**config.mk**
```make
export PLATFORM = sky130hd
export DESIGN_NAME = jtag_master
export DESIGN_NICKNAME = d
export VERILOG_FILES = /design/src/rtl/jtag_pkg.sv /design/src/rtl/jtag_tck_gen.sv /design/src/rtl/jtag_master.sv
export SDC_FILE = /design/constraint.sdc
export NUM_CORES = 1
export LEC_CHECK = 0
export CORE_ASPECT_RATIO = 0.9
export CORE_UTILIZATION = 30
export DETAILED_ROUTE_END_ITERATION = 16
export GPL_TIMING_DRIVEN = 0
export PLACE_DENSITY_LB_ADDON = 0.08
export SYNTH_ARGS = -nofsm -noshare
export SYNTH_HDL_FRONTEND = slang
export SYNTH_SLANG_ARGS = --single-unit
export TNS_END_PERCENT = 20
```
**constraint.sdc**
```tcl
create_clock -name clk -period 5.8 [get_ports clk]
set_input_delay 0.87 -clock clk [delete_from_list [all_inputs] [get_ports clk]]
set_output_delay 0.87 -clock clk [all_outputs]
set_load 0.05 [all_outputs]
```
**src/rtl/jtag_pkg.sv**
```systemverilog
// Shared JTAG definitions: 1149.1 TAP state encoding, command opcodes,
// control FSM states and the TAP next-state function.
package jtag_pkg;

  typedef enum logic [3:0] {
    TAP_TLR       = 4'd0,
    TAP_RTI       = 4'd1,
    TAP_SEL_DR    = 4'd2,
    TAP_CAP_DR    = 4'd3,
    TAP_SHIFT_DR  = 4'd4,
    TAP_EXIT1_DR  = 4'd5,
    TAP_PAUSE_DR  = 4'd6,
    TAP_EXIT2_DR  = 4'd7,
    TAP_UPDATE_DR = 4'd8,
    TAP_SEL_IR    = 4'd9,
    TAP_CAP_IR    = 4'd10,
    TAP_SHIFT_IR  = 4'd11,
    TAP_EXIT1_IR  = 4'd12,
    TAP_PAUSE_IR  = 4'd13,
    TAP_EXIT2_IR  = 4'd14,
    TAP_UPDATE_IR = 4'd15
  } tap_state_e;

  typedef enum logic [1:0] {
    OP_RESET   = 2'd0,
    OP_IDLE    = 2'd1,
    OP_IR_SCAN = 2'd2,
    OP_DR_SCAN = 2'd3
  } cmd_op_e;

  typedef enum logic [2:0] {
    C_IDLE  = 3'd0,
    C_PRE   = 3'd1,
    C_NAV   = 3'd2,
    C_SHIFT = 3'd3,
    C_POST  = 3'd4,
    C_DONE  = 3'd5
  } ctrl_state_e;

  function automatic tap_state_e tap_next(input tap_state_e s, input logic tms);
    tap_state_e n;
    case (s)
      TAP_TLR:       n = tms ? TAP_TLR       : TAP_RTI;
      TAP_RTI:       n = tms ? TAP_SEL_DR    : TAP_RTI;
      TAP_SEL_DR:    n = tms ? TAP_SEL_IR    : TAP_CAP_DR;
      TAP_CAP_DR:    n = tms ? TAP_EXIT1_DR  : TAP_SHIFT_DR;
      TAP_SHIFT_DR:  n = tms ? TAP_EXIT1_DR  : TAP_SHIFT_DR;
      TAP_EXIT1_DR:  n = tms ? TAP_UPDATE_DR : TAP_PAUSE_DR;
      TAP_PAUSE_DR:  n = tms ? TAP_EXIT2_DR  : TAP_PAUSE_DR;
      TAP_EXIT2_DR:  n = tms ? TAP_UPDATE_DR : TAP_SHIFT_DR;
      TAP_UPDATE_DR: n = tms ? TAP_SEL_DR    : TAP_RTI;
      TAP_SEL_IR:    n = tms ? TAP_TLR       : TAP_CAP_IR;
      TAP_CAP_IR:    n = tms ? TAP_EXIT1_IR  : TAP_SHIFT_IR;
      TAP_SHIFT_IR:  n = tms ? TAP_EXIT1_IR  : TAP_SHIFT_IR;
      TAP_EXIT1_IR:  n = tms ? TAP_UPDATE_IR : TAP_PAUSE_IR;
      TAP_PAUSE_IR:  n = tms ? TAP_EXIT2_IR  : TAP_PAUSE_IR;
      TAP_EXIT2_IR:  n = tms ? TAP_UPDATE_IR : TAP_SHIFT_IR;
      TAP_UPDATE_IR: n = tms ? TAP_SEL_DR    : TAP_RTI;
      default:       n = TAP_TLR;
    endcase
    return n;
  endfunction

endpackage

```
**src/rtl/jtag_tck_gen.sv**
```systemverilog
// TCK divider: CLK_DIV clks low then CLK_DIV clks high while enabled,
// with strobes flagging the clk edge on which TCK rises or falls.
module jtag_tck_gen #(
  parameter int CLK_DIV = 2
) (
  input  logic clk,
  input  logic rst_n,
  input  logic en,
  output logic tck,
  output logic rise_stb,
  output logic fall_stb
);

  localparam logic [7:0] DIV_M1 = 8'(CLK_DIV - 1);

  logic [7:0] cnt_q, cnt_d;
  logic       tck_q, tck_d;
  logic       last;

  assign last     = (cnt_q == DIV_M1);
  assign rise_stb = en && last && !tck_q;
  assign fall_stb = en && last && tck_q;
  assign tck      = tck_q;

  always_comb begin
    cnt_d = cnt_q;
    tck_d = tck_q;
    if (!en) begin
      cnt_d = '0;
      tck_d = 1'b0;
    end else if (last) begin
      cnt_d = '0;
      tck_d = ~tck_q;
    end else begin
      cnt_d = cnt_q + 8'd1;
    end
  end

  always_ff @(posedge clk or negedge rst_n) begin
    if (!rst_n) begin
      cnt_q <= '0;
      tck_q <= 1'b0;
    end else begin
      cnt_q <= cnt_d;
      tck_q <= tck_d;
    end
  end

endmodule

```
**src/rtl/jtag_master.sv**
```systemverilog
// JTAG master: runs RESET / IDLE / IR_SCAN / DR_SCAN commands on a TAP and
// mirrors its state. Define JTAG_MASTER_STATE_OBS_EN to expose tap_state.
module jtag_master
  import jtag_pkg::*;
#(
  parameter int CLK_DIV = 2,
  parameter int MAX_LEN = 32
) (
  input  logic               clk,
  input  logic               TRST_N,
  input  logic               cmd_valid,
  output logic               cmd_ready,
  input  logic [1:0]         cmd_op,
  input  logic [4:0]         cmd_len,
  input  logic [MAX_LEN-1:0] cmd_data,
  output logic               rsp_valid,
  output logic [MAX_LEN-1:0] rsp_data,
  output logic               TCK,
  output logic               TMS,
  output logic               TDI,
  input  logic               TDO
`ifdef JTAG_MASTER_STATE_OBS_EN
  ,
  output logic [3:0]         tap_state
`endif
);

  ctrl_state_e        ctrl_q, ctrl_d;
  cmd_op_e            op_q, op_d;
  logic [4:0]         len_q, len_d;
  logic [MAX_LEN-1:0] data_q, data_d;
  logic [4:0]         idx_q, idx_d;
  tap_state_e         mirror_q, mirror_d;
  logic               tms_q, tms_d;
  logic               tdi_q, tdi_d;
  logic               cmd_ready_q, cmd_ready_d;
  logic               rsp_valid_q, rsp_valid_d;
  logic [MAX_LEN-1:0] rsp_data_q, rsp_data_d;

  logic       tck_en, rise_stb, fall_stb, load;
  logic [4:0] nav_last;
  logic       is_scan;

  assign tck_en = (ctrl_q == C_PRE) || (ctrl_q == C_NAV) ||
                  (ctrl_q == C_SHIFT) || (ctrl_q == C_POST);

  jtag_tck_gen #(.CLK_DIV(CLK_DIV)) u_tck_gen (
    .clk      (clk),
    .rst_n    (TRST_N),
    .en       (tck_en),
    .tck      (TCK),
    .rise_stb (rise_stb),
    .fall_stb (fall_stb)
  );

  assign is_scan = (op_q == OP_IR_SCAN) || (op_q == OP_DR_SCAN);

  always_comb begin
    case (op_q)
      OP_RESET:   nav_last = 5'd5;
      OP_IDLE:    nav_last = len_q;
      OP_IR_SCAN: nav_last = 5'd3;
      default:    nav_last = 5'd2;
    endcase
  end

  always_comb begin
    ctrl_d     = ctrl_q;
    op_d       = op_q;
    len_d      = len_q;
    data_d     = data_q;
    idx_d      = idx_q;
    mirror_d   = mirror_q;
    tms_d      = tms_q;
    tdi_d      = tdi_q;
    rsp_data_d = rsp_data_q;
    load       = 1'b0;

    // TDO is captured on the same clk edge at which TCK rises
    if (rise_stb) begin
      mirror_d = tap_next(mirror_q, tms_q);
      if (ctrl_q == C_SHIFT) rsp_data_d[idx_q] = TDO;
    end

    case (ctrl_q)
      C_IDLE: begin
        if (cmd_valid && cmd_ready_q) begin
          op_d       = cmd_op_e'(cmd_op);
          len_d      = cmd_len;
          data_d     = cmd_data;
          idx_d      = '0;
          rsp_data_d = '0;
          load       = 1'b1;
          ctrl_d     = (op_d != OP_RESET && mirror_q == TAP_TLR) ? C_PRE : C_NAV;
        end
      end
      C_PRE: begin
        if (fall_stb) begin
          load   = 1'b1;
          idx_d  = '0;
          ctrl_d = C_NAV;
        end
      end
      C_NAV: begin
        if (fall_stb) begin
          load = 1'b1;
          if (idx_q == nav_last) begin
            idx_d  = '0;
            ctrl_d = is_scan ? C_SHIFT : C_DONE;
          end else begin
            idx_d = idx_q + 5'd1;
          end
        end
      end
      C_SHIFT: begin
        if (fall_stb) begin
          load = 1'b1;
          if (idx_q == len_q) begin
            idx_d  = '0;
            ctrl_d = C_POST;
          end else begin
            idx_d = idx_q + 5'd1;
          end
        end
      end
      C_POST: begin
        if (fall_stb) begin
          load = 1'b1;
          if (idx_q == 5'd1) begin
            idx_d  = '0;
            ctrl_d = C_DONE;
          end else begin
            idx_d = idx_q + 5'd1;
          end
        end
      end
      C_DONE:  ctrl_d = C_IDLE;
      default: ctrl_d = C_IDLE;
    endcase

    // TMS/TDI for the next TCK cycle are loaded at acceptance or on a TCK fall
    if (load) begin
      tdi_d = 1'b0;
      case (ctrl_d)
        C_PRE: tms_d = 1'b0;
        C_NAV: begin
          case (op_d)
            OP_RESET:   tms_d = (idx_d < 5'd5);
            OP_IDLE:    tms_d = 1'b0;
            OP_IR_SCAN: tms_d = (idx_d < 5'd2);
            default:    tms_d = (idx_d == 5'd0);
          endcase
        end
        C_SHIFT: begin
          tms_d = (idx_d == len_d);
          tdi_d = data_d[idx_d];
        end
        C_POST:  tms_d = (idx_d == 5'd0);
        default: tms_d = tms_q;
      endcase
    end

    rsp_valid_d = (ctrl_d == C_DONE) && (ctrl_q != C_DONE);
    cmd_ready_d = (ctrl_d == C_IDLE);
  end

  always_ff @(posedge clk or negedge TRST_N) begin
    if (!TRST_N) begin
      ctrl_q      <= C_IDLE;
      op_q        <= OP_RESET;
      len_q       <= '0;
      data_q      <= '0;
      idx_q       <= '0;
      mirror_q    <= TAP_TLR;
      tms_q       <= 1'b1;
      tdi_q       <= 1'b0;
      cmd_ready_q <= 1'b0;
      rsp_valid_q <= 1'b0;
      rsp_data_q  <= '0;
    end else begin
      ctrl_q      <= ctrl_d;
      op_q        <= op_d;
      len_q       <= len_d;
      data_q      <= data_d;
      idx_q       <= idx_d;
      mirror_q    <= mirror_d;
      tms_q       <= tms_d;
      tdi_q       <= tdi_d;
      cmd_ready_q <= cmd_ready_d;
      rsp_valid_q <= rsp_valid_d;
      rsp_data_q  <= rsp_data_d;
    end
  end

  assign cmd_ready = cmd_ready_q;
  assign rsp_valid = rsp_valid_q;
  assign rsp_data  = rsp_data_q;
  assign TMS       = tms_q;
  assign TDI       = tdi_q;

`ifdef JTAG_MASTER_STATE_OBS_EN
  assign tap_state = mirror_q;
`endif

endmodule

```
* Word level (Yosys, flattened, before mapping)
Cells that the tools add are included.
Word-level totals: bits in registers 96, latch bits 0, RAM bits 0, bits in read-only memories 0, output and inout bits 37, memories kept 0
Cells by class: $add $sub $neg 2, $mul 0, div/mod/pow operators 0, order comparisons 5, equality and inequality tests 36, shift-type cells 0, muxes and demuxes 59, bitwise operators 1, reductions and logical operators 25
Operator list (number):
- two-way mux 32 bit | 6
- two-way mux 5 bit | 10
- case mux 4 bit (12 select lines) | 1
- two-way mux 3 bit | 11
- bitwise mux 32 bit | 1
- == test 4 bit (second input constant) | 8
- case mux 5 bit (5 select lines) | 1
- == test 4 x 3 -> 1 bit (second input constant) | 4
- two-way mux 4 bit | 4
- two-way mux 8 bit | 2
- == test 5 bit | 3
- case mux 3 bit (5 select lines) | 1
- case mux 5 bit (3 select lines) | 1
- == test 3 x 2 -> 1 bit (second input constant) | 4
- less-than comparator 5 x 6 -> 1 bit (second input constant) | 2
- two-way mux 2 bit | 6
- two-way mux 1 bit | 10
- == test 3 bit (second input constant) | 3
- adder 8 x 1 -> 8 bit (second input constant) | 1
- == test 4 x 2 -> 1 bit (second input constant) | 2
- == test 8 x 1 -> 1 bit (second input constant) | 1
- logical AND 1 bit | 7
- == test 2 bit (second input constant) | 3
- == test 3 x 1 -> 1 bit (second input constant) | 2
- 27 further kinds | 34

* Longest topological paths before layout
depth in word-level cells 11, mapped depth 14, depth with buffers taken out 12

* Hierarchy
Synthesis repeated with hierarchy kept, for this count alone.
Second synthesis, totals: cell total of the unflattened synthesis 546, area total of the unflattened synthesis 5292.6 um^2
Modules (own cells, without submodules):
- jtag_master | times used 1, cells an instance 501, area an instance 4843.4 um^2, sequential area each 2178.3 um^2
- jtag_tck_gen | times used 1, cells an instance 45, area an instance 449.2 um^2, sequential area each 225.2 um^2

* Worst setup path before layout
No wires, ideal clock.
path type input to register, start input port cmd_valid, end register tdi_q, in the netlist TDI, setup time 127 ps, arrival time 2675 ps, data required time 5673 ps, path slack 2998 ps, cell stages on the path 12, path through nand2_1 > nand2_1 > nand2_1 > a21o_1 > buf_6 > nand2b_4 > o221a_4 > buf_6 > mux2_4 > a211o_1 > a21oi_1 > o22ai_1
Between the ends: cells in the longest elaborated chain, start to end 6, elaborated cells on any way between the ends 13
RTL lines:
- start, declared | line jtag_master.sv:11 | input logic cmd_valid,
- logical AND 1 bit (*) | line jtag_master.sv:87 | if (cmd_valid && cmd_ready_q) begin
- two-way mux 5 bit or two-way mux 32 bit (tied branches) | line jtag_master.sv:87
- case mux 5 bit (5 select lines) or two-way mux 32 bit (tied branches) | line jtag_master.sv:85 | case (ctrl_q)
- binary-select mux 1 bit (select 5 bit) | line jtag_master.sv:156 | tdi_d = data_d[idx_d];
- two-way mux 1 bit (implied by the code) | line jtag_master.sv:156
- two-way mux 1 bit | line jtag_master.sv:144 | case (ctrl_d)
- end signal, assigned | line jtag_master.sv:188 | tdi_q <= tdi_d;
- end, declared | line jtag_master.sv:35 | logic tdi_q, tdi_d;
Mark *: on every way between the ends. The rest lies on a longest branch, timed or not. The select of a mux whose other input is x is not followed. A chain may end at the register's enable or synchronous reset.

* Worst setup path after layout
start input port cmd_valid, end register tms_q, in the netlist TMS
Between the ends: elaborated cells on any way between the ends 26
RTL lines:
- logical AND 1 bit | line jtag_master.sv:87
- two-way mux 5 bit | line jtag_master.sv:87
- two-way mux 5 bit | line jtag_master.sv:85
- named net len_d[3] | line jtag_master.sv:30 | logic [4:0] len_q, len_d;
- == test 5 bit | line jtag_master.sv:155 | tms_d = (idx_d == len_d);
- case mux 1 bit (4 select lines) | line jtag_master.sv:144
- end signal, assigned | line jtag_master.sv:187 | tms_q <= tms_d;
- end, declared | line jtag_master.sv:34 | logic tms_q, tms_d;
The timed path passes the listed nets, and every way through them passes these cells.

==> results.toml <==
[status]
status = "completed"

[setup_path]
worstSetupPathType = "in -> reg"
reg2reg_slack_ns = 2.64
endpoint_kind = "flop"
critPathRequiredTime_ns = 6.07
r2r_cells = 11
r2r_end = "TDI"
cp.arrival_ns = 3.72
start_kind = "input pin"
crit_fanout = 10
r2r-start = "ctrl_q[0]"

[clock_tree]
path_clk_slew_ns = 0.07
cts-htree-levels = 3
cts_tree = "built"
cts_hold_buf = 0
cts_buffers = 9
clock_latency_ns = 0.35
cts.repair.resized = 0
postCtsSetupRepairBufs = 0
cts.sinks = 96
cts_buffer_depth = 2
cts_root_buffer = "clkbuf_16"

[flow_run]
drv_cap = 0

[synth]
syn-mean-instance-area_um2 = 10.1
ys_seq_elements = 96
synth.distinct_cells = 59
ys.flop_type = "dfrtp_1"
syn-num-nets = 554
synth_area_leaders = "dfrtp_1, mux2_2, mux2i_1"
synthArstFlopShare_pct = 100
ys_seq_area_share_pct = 47.0
synth_top_area_share_pct = 46.4
syn-cell-area_mm2 = 0.00512
synth_most_common_cell = "dfrtp_1"
synth_common_cells = "dfrtp_1, nor2_1, mux2_2"
yosysWarnings = 0
syn_inst = 505
synth_edf_count = 0
yosys.area.top_type = "dfrtp_1"

[die]
die-area_mm2 = 0.0176
fp.coreArea_mm2 = 0.0164
fp.dieW_um = 140
ios = 80
chipHeight_um = 126
initial_core_util_pct = 31.2
num_rows = 44

[route]
vias = 3922
post-route-drc-count = 0
dr.first_iter.drc_count = 165
drtPass1Iterations = 4
drtAntennaViolNets = 0
wl_um = 12700
viasPerCell = 4.86
wl_per_cell_um = 15.7

[power_and_ir_drop]
irDropWorstVdd_uv = 155
p_per_area_mw_per_mm2 = 250
p_leak_nw = 2.64

[sta]
finalSetupTns_ns = 0
fin_crit_sh_pct = 59.5
max_freq_ghz = 0.290
tightest_slew_ns = 0.968
hold_violations = 0
timing.final.ws_setup_ns = 2.35
rsz0062_at_grt = "no"
finalClockSkew_ns = 0.0109
relSlewSlack_pct = 34.9
period_needed_ns = 3.45
final_max_slew_viol_count = 0
finalSetupViolCount = 0

[grt]
grt_usage_pct = 15.1
grt_pass1_vias = 3901
overflow = 0
grt_pass1_wl_um = 20700
antenna_found_initial = 0
grt_max_degree = 68

[place]
gp_congestion = 0.833
postPlaceCellArea_mm2 = 0.00619
portBuffers = 79
dp_hpwl_um = 9170
place_ws_ns = 1.89
dp_cells = 792

[finish]
register_area_mm2 = 0.00240
final_area_mm2 = 0.00649
diodes = 0
multi_input_area_mm2 = 0.00253
nets = 645
synthToLayoutAreaGrowth_pct = 26.8
n_fill_cell = 1657
drive_gt1_share_pct = 13.5
instances_no_fill = 807

[hold_path]
hold_path_class = "in -> async"
## worst max-delay path by stage
| stage | from | endpoint | slack [ns] | cells after the start |
|---|---|---|---|---|
| floorplan | cmd_valid | TDI | 3.00 | 12 |
| CTS | cmd_valid | TMS | 2.27 | 8 |
| global placement | TRST_N | data_q[26] | 0.06 | 1 |
| global route | cmd_valid | TMS | 2.08 | 11 |
| detailed placement | cmd_valid | TMS | 1.89 | 8 |
| finish | cmd_valid | TMS | 2.35 | 8 |
## area by class of cell
class                           count  area share (%)
Buffer                             28            2.22
Clock buffer                       13            4.01
Clock inverter                      2           0.597
Inverter                           10           0.578
Multi-Input combinational cell    371            39.0
Sequential cell                    96            37.0
Tap cell                          207            3.99
Timing Repair Buffer               80            12.6
## power breakdown
part / total, mW / internal, mW / switching (mW)
clock: 0.606 / 0.357 / 0.249
combinational: 0.284 / 0.128 / 0.156
sequential: 0.736 / 0.713 / 0.0231
total: 1.63 / 1.20 / 0.428
## state kept, by name, summed over array words and instances, names as in the netlist
signal and count:
len_q 5, TDI 1, TMS 1, mirror_q 4, op_q 2, ctrl_q 3, idx_q 5, cmd_ready 1
u_tck_gen.tck 1, rsp_valid 1, rsp_data 32, u_tck_gen.cnt_q 8, data_q 32
## cells in the final DEF (no fill, tap or decap), types with 9 or more instances in the layout
cell type / count
mux2i_1: 40
clkdlybuf4s50_1: 78
a21oi_1: 25
dfrtp_1: 95
and2_1: 9
nand3_1: 27
clkbuf_1: 16
o21ai_0: 26
clkbuf_16: 9
xnor2_1: 11
nor2_1: 67
mux2_2: 42
inv_1: 9
nand2_1: 27
## critical path, cell delays in order
cell and delay (ns):
clkdlybuf4s50_1 0.46, nand2_1 0.12, nor2_1 0.67, clkbuf_1 0.52
mux2_2 0.42, and2_1 0.16, o21a_1 0.20, a221o_1 0.30
## metrics by stage
step	util, %	hold slack, ns	power [mW]
6_report	39.6	0.448	1.63
5_1_grt	39.6	0.471	1.70
4_1_cts	39.6	0.455	1.65
3_5_place_dp	37.8	0.485	1.04
3_3_place_gp	37.6	0.482	1.03
2_1_floorplan	-	0.472	0.928
## cell families (layout without fill, tap and decap cells)
| kind of cell | Yosys count | in the layout | share of synthesized area (%) |
|---|---|---|---|
| buffers and inverters | 38 | 133 | 3.54 |
| AOI/OAI and AO/OA | 87 | 87 | 10.7 |
| muxes | 83 | 83 | 17.4 |
| and+or+nand+nor | 177 | 177 | 16.9 |
| xor gates and xnor gates | 18 | 18 | 3.08 |
| DFF | 96 | 96 | 47.0 |
| adders and majority gates | 6 | 6 | 1.47 |
## layer usage
layer / GRT usage, % / wire [um] / part of all wire [%]
met3: 3.88 / 532 / 4.2
met5: 0 / 0 / 0
met4: 4.52 / 125 / 0.98
met2: 23.9 / 5810 / 46
met1: 20.3 / 6240 / 49
No activity file was read; power rests on OpenSTA's default activity.
